<file path="src/rtl/ifm_pkg.sv">
// Shared definitions for the IFM receive path: FSM state encoding and the
// per-frame info descriptor layout.
package ifm_pkg;

  typedef enum logic [1:0] {
    ST_IDLE  = 2'd0,
    ST_PASS  = 2'd1,
    ST_DROP  = 2'd2,
    ST_TRUNC = 2'd3
  } ifm_state_e;

  localparam int unsigned INFO_W         = 32;
  localparam int unsigned INFO_TUSER_BIT = 0;
  localparam int unsigned INFO_TRUNC_BIT = 1;
  localparam int unsigned INFO_LEN_LSB   = 8;
  localparam int unsigned INFO_LEN_W     = 16;

  function automatic logic [INFO_W-1:0] make_info(input logic                  tuser,
                                                  input logic                  trunc,
                                                  input logic [INFO_LEN_W-1:0] len);
    logic [INFO_W-1:0] w;
    w                                = '0;
    w[INFO_TUSER_BIT]                = tuser;
    w[INFO_TRUNC_BIT]                = trunc;
    w[INFO_LEN_LSB +: INFO_LEN_W]    = len;
    return w;
  endfunction

endpackage

</file>
<file path="src/rtl/ifm_popcnt.sv">
// Combinational byte count of a tkeep vector.
module ifm_popcnt #(
  parameter  int unsigned W  = 8,
  localparam int unsigned CW = $clog2(W + 1)
) (
  input  logic [W-1:0]  keep,
  output logic [CW-1:0] cnt
);

  always_comb begin
    cnt = '0;
    for (int unsigned i = 0; i < W; i++) begin
      cnt = cnt + CW'(keep[i]);
    end
  end

endmodule

</file>
<file path="src/rtl/ifm_rx_ingress.sv">
// MAC receive ingress: admits whole frames into the data/info FIFOs, drops
// frames that start while the FIFOs are nearly full and truncates oversize ones.
module ifm_rx_ingress
  import ifm_pkg::*;
#(
  parameter  int C_DATA_WIDTH = 64,
  parameter  int C_MAX_LEN    = 9600,
  localparam int C_KEEP_WIDTH = C_DATA_WIDTH / 8
) (
  input  logic                               rx_clk,
  input  logic                               s2mm_resetn,
  input  logic [C_DATA_WIDTH-1:0]            rx_axis_mac_tdata,
  input  logic [C_KEEP_WIDTH-1:0]            rx_axis_mac_tkeep,
  input  logic                               rx_axis_mac_tlast,
  input  logic                               rx_axis_mac_tuser,
  input  logic                               rx_axis_mac_tvalid,
  output logic                               rx_axis_mac_tready,
  output logic [C_DATA_WIDTH+C_KEEP_WIDTH:0] data_fifo_wdata,
  output logic                               data_fifo_wren,
  input  logic                               data_fifo_afull,
  output logic [INFO_W-1:0]                  info_fifo_wdata,
  output logic                               info_fifo_wren,
  input  logic                               info_fifo_afull,
  input  logic                               cnt_clr,
  output logic [31:0]                        drop_cnt,
  output logic [31:0]                        trunc_cnt,
  output logic [3:0]                         ifm_rx_dbg
);

  localparam int unsigned CW = $clog2(C_KEEP_WIDTH + 1);

  ifm_state_e      state, nxt;
  logic [15:0]     byte_cnt, len_nxt;
  logic [CW-1:0]   beat_bytes;
  logic [16:0]     cur_len;
  logic            at_max, full;
  logic            wr_d, wr_i, last_o, trunc_o, drop_inc, trunc_inc;

  ifm_popcnt #(.W(C_KEEP_WIDTH)) u_popcnt (
    .keep (rx_axis_mac_tkeep),
    .cnt  (beat_bytes)
  );

  assign rx_axis_mac_tready = 1'b1;
  assign ifm_rx_dbg         = {2'b00, state};
  assign full               = data_fifo_afull | info_fifo_afull;

  // A frame always starts from zero in IDLE, so the stored count is only used mid-frame.
  assign cur_len = {1'b0, (state == ST_IDLE) ? 16'd0 : byte_cnt} + 17'(beat_bytes);
  assign at_max  = cur_len >= 17'(C_MAX_LEN);

  always_comb begin
    nxt       = state;
    len_nxt   = byte_cnt;
    wr_d      = 1'b0;
    wr_i      = 1'b0;
    last_o    = rx_axis_mac_tlast;
    trunc_o   = 1'b0;
    drop_inc  = 1'b0;
    trunc_inc = 1'b0;
    if (rx_axis_mac_tvalid) begin
      case (state)
        ST_IDLE: begin
          if (full) begin
            drop_inc = 1'b1;
            if (!rx_axis_mac_tlast) nxt = ST_DROP;
          end else begin
            wr_d = 1'b1;
            if (rx_axis_mac_tlast) begin
              wr_i    = 1'b1;
              len_nxt = '0;
            end else begin
              nxt     = ST_PASS;
              len_nxt = cur_len[15:0];
            end
          end
        end
        ST_PASS: begin
          wr_d = 1'b1;
          if (rx_axis_mac_tlast) begin
            wr_i    = 1'b1;
            nxt     = ST_IDLE;
            len_nxt = '0;
          end else if (at_max) begin
            last_o    = 1'b1;
            wr_i      = 1'b1;
            trunc_o   = 1'b1;
            trunc_inc = 1'b1;
            nxt       = ST_TRUNC;
            len_nxt   = '0;
          end else begin
            len_nxt = cur_len[15:0];
          end
        end
        default: begin
          if (rx_axis_mac_tlast) nxt = ST_IDLE;
        end
      endcase
    end
  end

  always_ff @(posedge rx_clk or negedge s2mm_resetn) begin
    if (!s2mm_resetn) begin
      state          <= ST_IDLE;
      byte_cnt       <= '0;
      data_fifo_wren <= 1'b0;
      info_fifo_wren <= 1'b0;
    end else begin
      state          <= nxt;
      byte_cnt       <= len_nxt;
      data_fifo_wren <= wr_d;
      info_fifo_wren <= wr_i;
    end
  end

  always_ff @(posedge rx_clk) begin
    if (wr_d) data_fifo_wdata <= {last_o, rx_axis_mac_tkeep, rx_axis_mac_tdata};
    if (wr_i) info_fifo_wdata <= make_info(rx_axis_mac_tuser & ~trunc_o, trunc_o, cur_len[15:0]);
  end

  always_ff @(posedge rx_clk or negedge s2mm_resetn) begin
    if (!s2mm_resetn) begin
      drop_cnt  <= '0;
      trunc_cnt <= '0;
    end else if (cnt_clr) begin
      drop_cnt  <= '0;
      trunc_cnt <= '0;
    end else begin
      if (drop_inc && drop_cnt != '1)   drop_cnt  <= drop_cnt + 32'd1;
      if (trunc_inc && trunc_cnt != '1) trunc_cnt <= trunc_cnt + 32'd1;
    end
  end

endmodule

</file>
<file path="config.mk">
export PLATFORM = sky130hd
export DESIGN_NAME = ifm_rx_ingress
export DESIGN_NICKNAME = d
export VERILOG_FILES = /design/src/rtl/ifm_pkg.sv /design/src/rtl/ifm_popcnt.sv /design/src/rtl/ifm_rx_ingress.sv
export SDC_FILE = /design/constraint.sdc
export NUM_CORES = 1
export LEC_CHECK = 0
export BUFFER_PORTS_ARGS = -buffer_cell sky130_fd_sc_hd__buf_2
export CAP_MARGIN = 10
export CORE_MARGIN = 2
export CORE_UTILIZATION = 55
export CTS_CLUSTER_DIAMETER = 120
export DETAILED_ROUTE_END_ITERATION = 16
export GPL_TIMING_DRIVEN = 0
export PLACE_DENSITY_LB_ADDON = 0.05
export RECOVER_POWER = 50
export REMOVE_ABC_BUFFERS = 1
export SLEW_MARGIN = 5
export SYNTH_ARGS = -nofsm -noshare
export SYNTH_HDL_FRONTEND = slang
export SYNTH_HIERARCHICAL = 1
export SYNTH_SLANG_ARGS = --single-unit
</file>
<file path="constraint.sdc">
create_clock -name rx_clk -period 10 [get_ports rx_clk]
set_input_delay 1.5 -clock rx_clk [delete_from_list [all_inputs] [get_ports rx_clk]]
set_output_delay 1.5 -clock rx_clk [all_outputs]
set_load 0.01 [all_outputs]
</file>
==> qor.yml <==
status: "finished, violations left"
violations: "max-capacitance violations, max-slew violations"
path_clk_slew_ns: 0.07
ys_ff_latch: 175
grt_pass1_vias: 5836
synth_seq_area_share: 0.603
rrSetupSlack_ns: 5.64
pre_cts_ws_ns: 2.83
netlist_instances: 663
min_to: "byte_cnt[3]"
critPathLaunchType: "primary input"
yosys-top-cells-count: "edfxtp_1, dfrtp_1, nor2_1, a21oi_1, nand3_1"
setup_slack_ns: 3.15
finalClockSkew_ns: 0.00865
vias_per_cell: 5.53
die_h_um: 125
synth_edf_count: 91
numCtsBuffers: 17
yosysMostFrequentCell: "edfxtp_1"
vias: 6058
yosysTopAreaCell: "edfxtp_1"
hp-class: "reg -> reg"
setup_viol: 0
clockRootBuffer: "clkbuf_16"
cap_violations: 2
worstHoldStart: "byte_cnt[3]"
synth_area_leaders: "edfxtp_1, dfrtp_1, nor2_1, xor2_1, a21oi_1"
slew_viol_final: 87
grt.overflow.total: 0
placed_area_um2: 9330
io_pins: 256
finalNetCount: 992
postCtsSetupRepairBufs: 0
postCtsResizedCells: 0
wl_per_cell_um: 17.5
core-area_um2: 14400
ys_warn_count: 6
grt_setup_unrepaired: "false"
finalPower_mw: 1.65
htree_levels: 4
arrival_ns: 6.98
avgSynthCellArea_um2: 12.1
track_usage: 0.247
p_leak_nw: 4.06
numPortBuffers: 238
ys.flop_type: "edfxtp_1"
syn_to_final_growth_pct: 22.0
dieArea_um2: 15500
ant_nets: 0
crit_type: "in -> reg"
fin_hold_ws_ns: 0.489
synthArstFlopShare: 0.480
fin_crit_ns: 6.85
clkSinkCount: 175
drt-total-wl_um: 19200
gp_congestion: 0.837
grt_max_degree: 76
clock_latency_ns: 0.43
worst-r2r-cell-count: 10
initial_core_util: 0.558
clockBufferDepth: 2
dr.first_iter.drc_count: 457
remaining_drc_errors: 0
synth_top_area_share: 0.341
crit_required_ns: 10.12
place_hpwl_um: 14000
period_share: 0.685
num_rows: 44
antenna_found_initial: 2
cts_hold_buf: 0
drt-pass1-iter-count: 4
tritoncts: "done"
timing.slew.headroom: -0.765
worstSetupEndpointType: "register"
fillers: 1176
die_x_um: 125
worst_pin_slew_ns: 2.65
whs_path_depth: 1
yosysUniqueCellTypes: 59
final_area_um2: 9770
r2r_start: "state[0]"
num_antenna_cells: 0
final-hold-violation-count: 0
power.density_nw_per_um2: 169
grt_pass1_wl_um: 30800
crit_fanout: 18
tns_ns: 0
drive_gt1_frac: 0.212
reg2reg_to: "info_fifo_wdata[20]"
synth_area_um2: 8010
ir_worst_vdd_v: 0.000138
fmax_ghz: 0.146
## layout make-up
cell class | count | area (µm²) | share of cell area
clock buffer | 17 | 425 | 0.0435
clock inverter | 15 | 184 | 0.0188
inverter | 16 | 62.6 | 0.00640
multi-input combinational | 444 | 2920 | 0.299
sequential | 175 | 4830 | 0.495
tap | 184 | 230 | 0.0236
timing repair buffer | 244 | 1120 | 0.114
## placed cells by master, fill, tap and decap left out, drive strengths merged, types with 4 or more instances in the layout
master | Yosys | layout
a21o | 4 | 4
a21oi | 37 | 37
a32o | 14 | 14
and2 | 15 | 15
and3 | 16 | 16
and4 | 8 | 8
buf | 25 | 135
clkbuf | 18 | 126
conb | 2 | 17
dfrtp | 84 | 84
edfxtp | 91 | 91
fa | 5 | 5
ha | 9 | 9
inv | 16 | 26
mux2 | 7 | 7
nand2 | 32 | 32
nand2b | 6 | 6
nand3 | 33 | 33
nand4 | 27 | 27
nor2 | 66 | 66
nor2b | 8 | 8
nor3 | 9 | 9
nor4 | 7 | 7
o21a | 4 | 4
o21ai | 20 | 20
o31ai | 11 | 11
or3 | 17 | 17
or4 | 12 | 12
xnor2 | 18 | 18
xor2 | 22 | 22
## how the worst max path moves through the flow
stage | to | cells past startpoint | slack, ns | start
detailed placement | info_fifo_wdata[23] | 18 | 2.83 | rx_axis_mac_tkeep[0]
global route | info_fifo_wdata[11] | 18 | 2.85 | rx_axis_mac_tkeep[1]
floorplan | info_fifo_wdata[0] | 17 | 1.11 | rx_axis_mac_tkeep[0]
finish | info_fifo_wdata[20] | 18 | 3.15 | rx_axis_mac_tkeep[1]
CTS | info_fifo_wdata[21] | 18 | 3.23 | rx_axis_mac_tkeep[0]
global placement | info_fifo_wdata[23] | 18 | -0.67 | rx_axis_mac_tkeep[0]
## routing by layer
layer  track usage  wire (µm)  vias up
met5             0         21        -
met4        0.0760        358        4
met3        0.0640       1240       28
met2         0.422       9850      199
met1         0.309       7750     2943
li1              -          -     2884
## power breakdown
| part | internal [mW] | switching (mW) | leakage, nW |
|---|---|---|---|
| clock network | 0.381 | 0.298 | 0.302 |
| logic | 0.0575 | 0.106 | 1.74 |
| registers | 0.795 | 0.0119 | 2.01 |
## worst max-delay path, cell delays in order
cell	delay [ns]
clkbuf_1	0.14
inv_1	0.09
fa_1	0.50
fa_1	0.54
fa_1	0.43
inv_1	0.07
ha_1	0.16
inv_1	0.06
fa_1	0.49
inv_1	0.08
ha_1	0.31
a211o_1	0.34
a21o_1	0.24
a41oi_1	0.27
o31a_1	0.57
nand2b_1	0.55
o21ai_2	0.40
buf_8	0.22
## sequential cells by signal, indices dropped and copies added (netlist names)
register and count:
byte_cnt 16, info_fifo_wdata 18, data_fifo_wdata 73, trunc_cnt 32, info_fifo_wren 1, data_fifo_wren 1, state 2, drop_cnt 32
## stage by stage
step                      utilization  instances
after floorplan                     -        635
after global placement          0.642       1057
after detailed placement        0.649       1063
after CTS                       0.692       1095
after global routing            0.680       1095
final                           0.680       1095
## kinds of logic after synthesis
group,after synthesis,share of synthesized area
xor+xnor,40,0.0437
mux,9,0.0156
buf+inv,59,0.0412
flops,175,0.603
compound gates,104,0.0876
other cells,2,0.000937
fa+ha+maj,14,0.0266
simple gates,260,0.181
(Power assumes the default switching activity.)
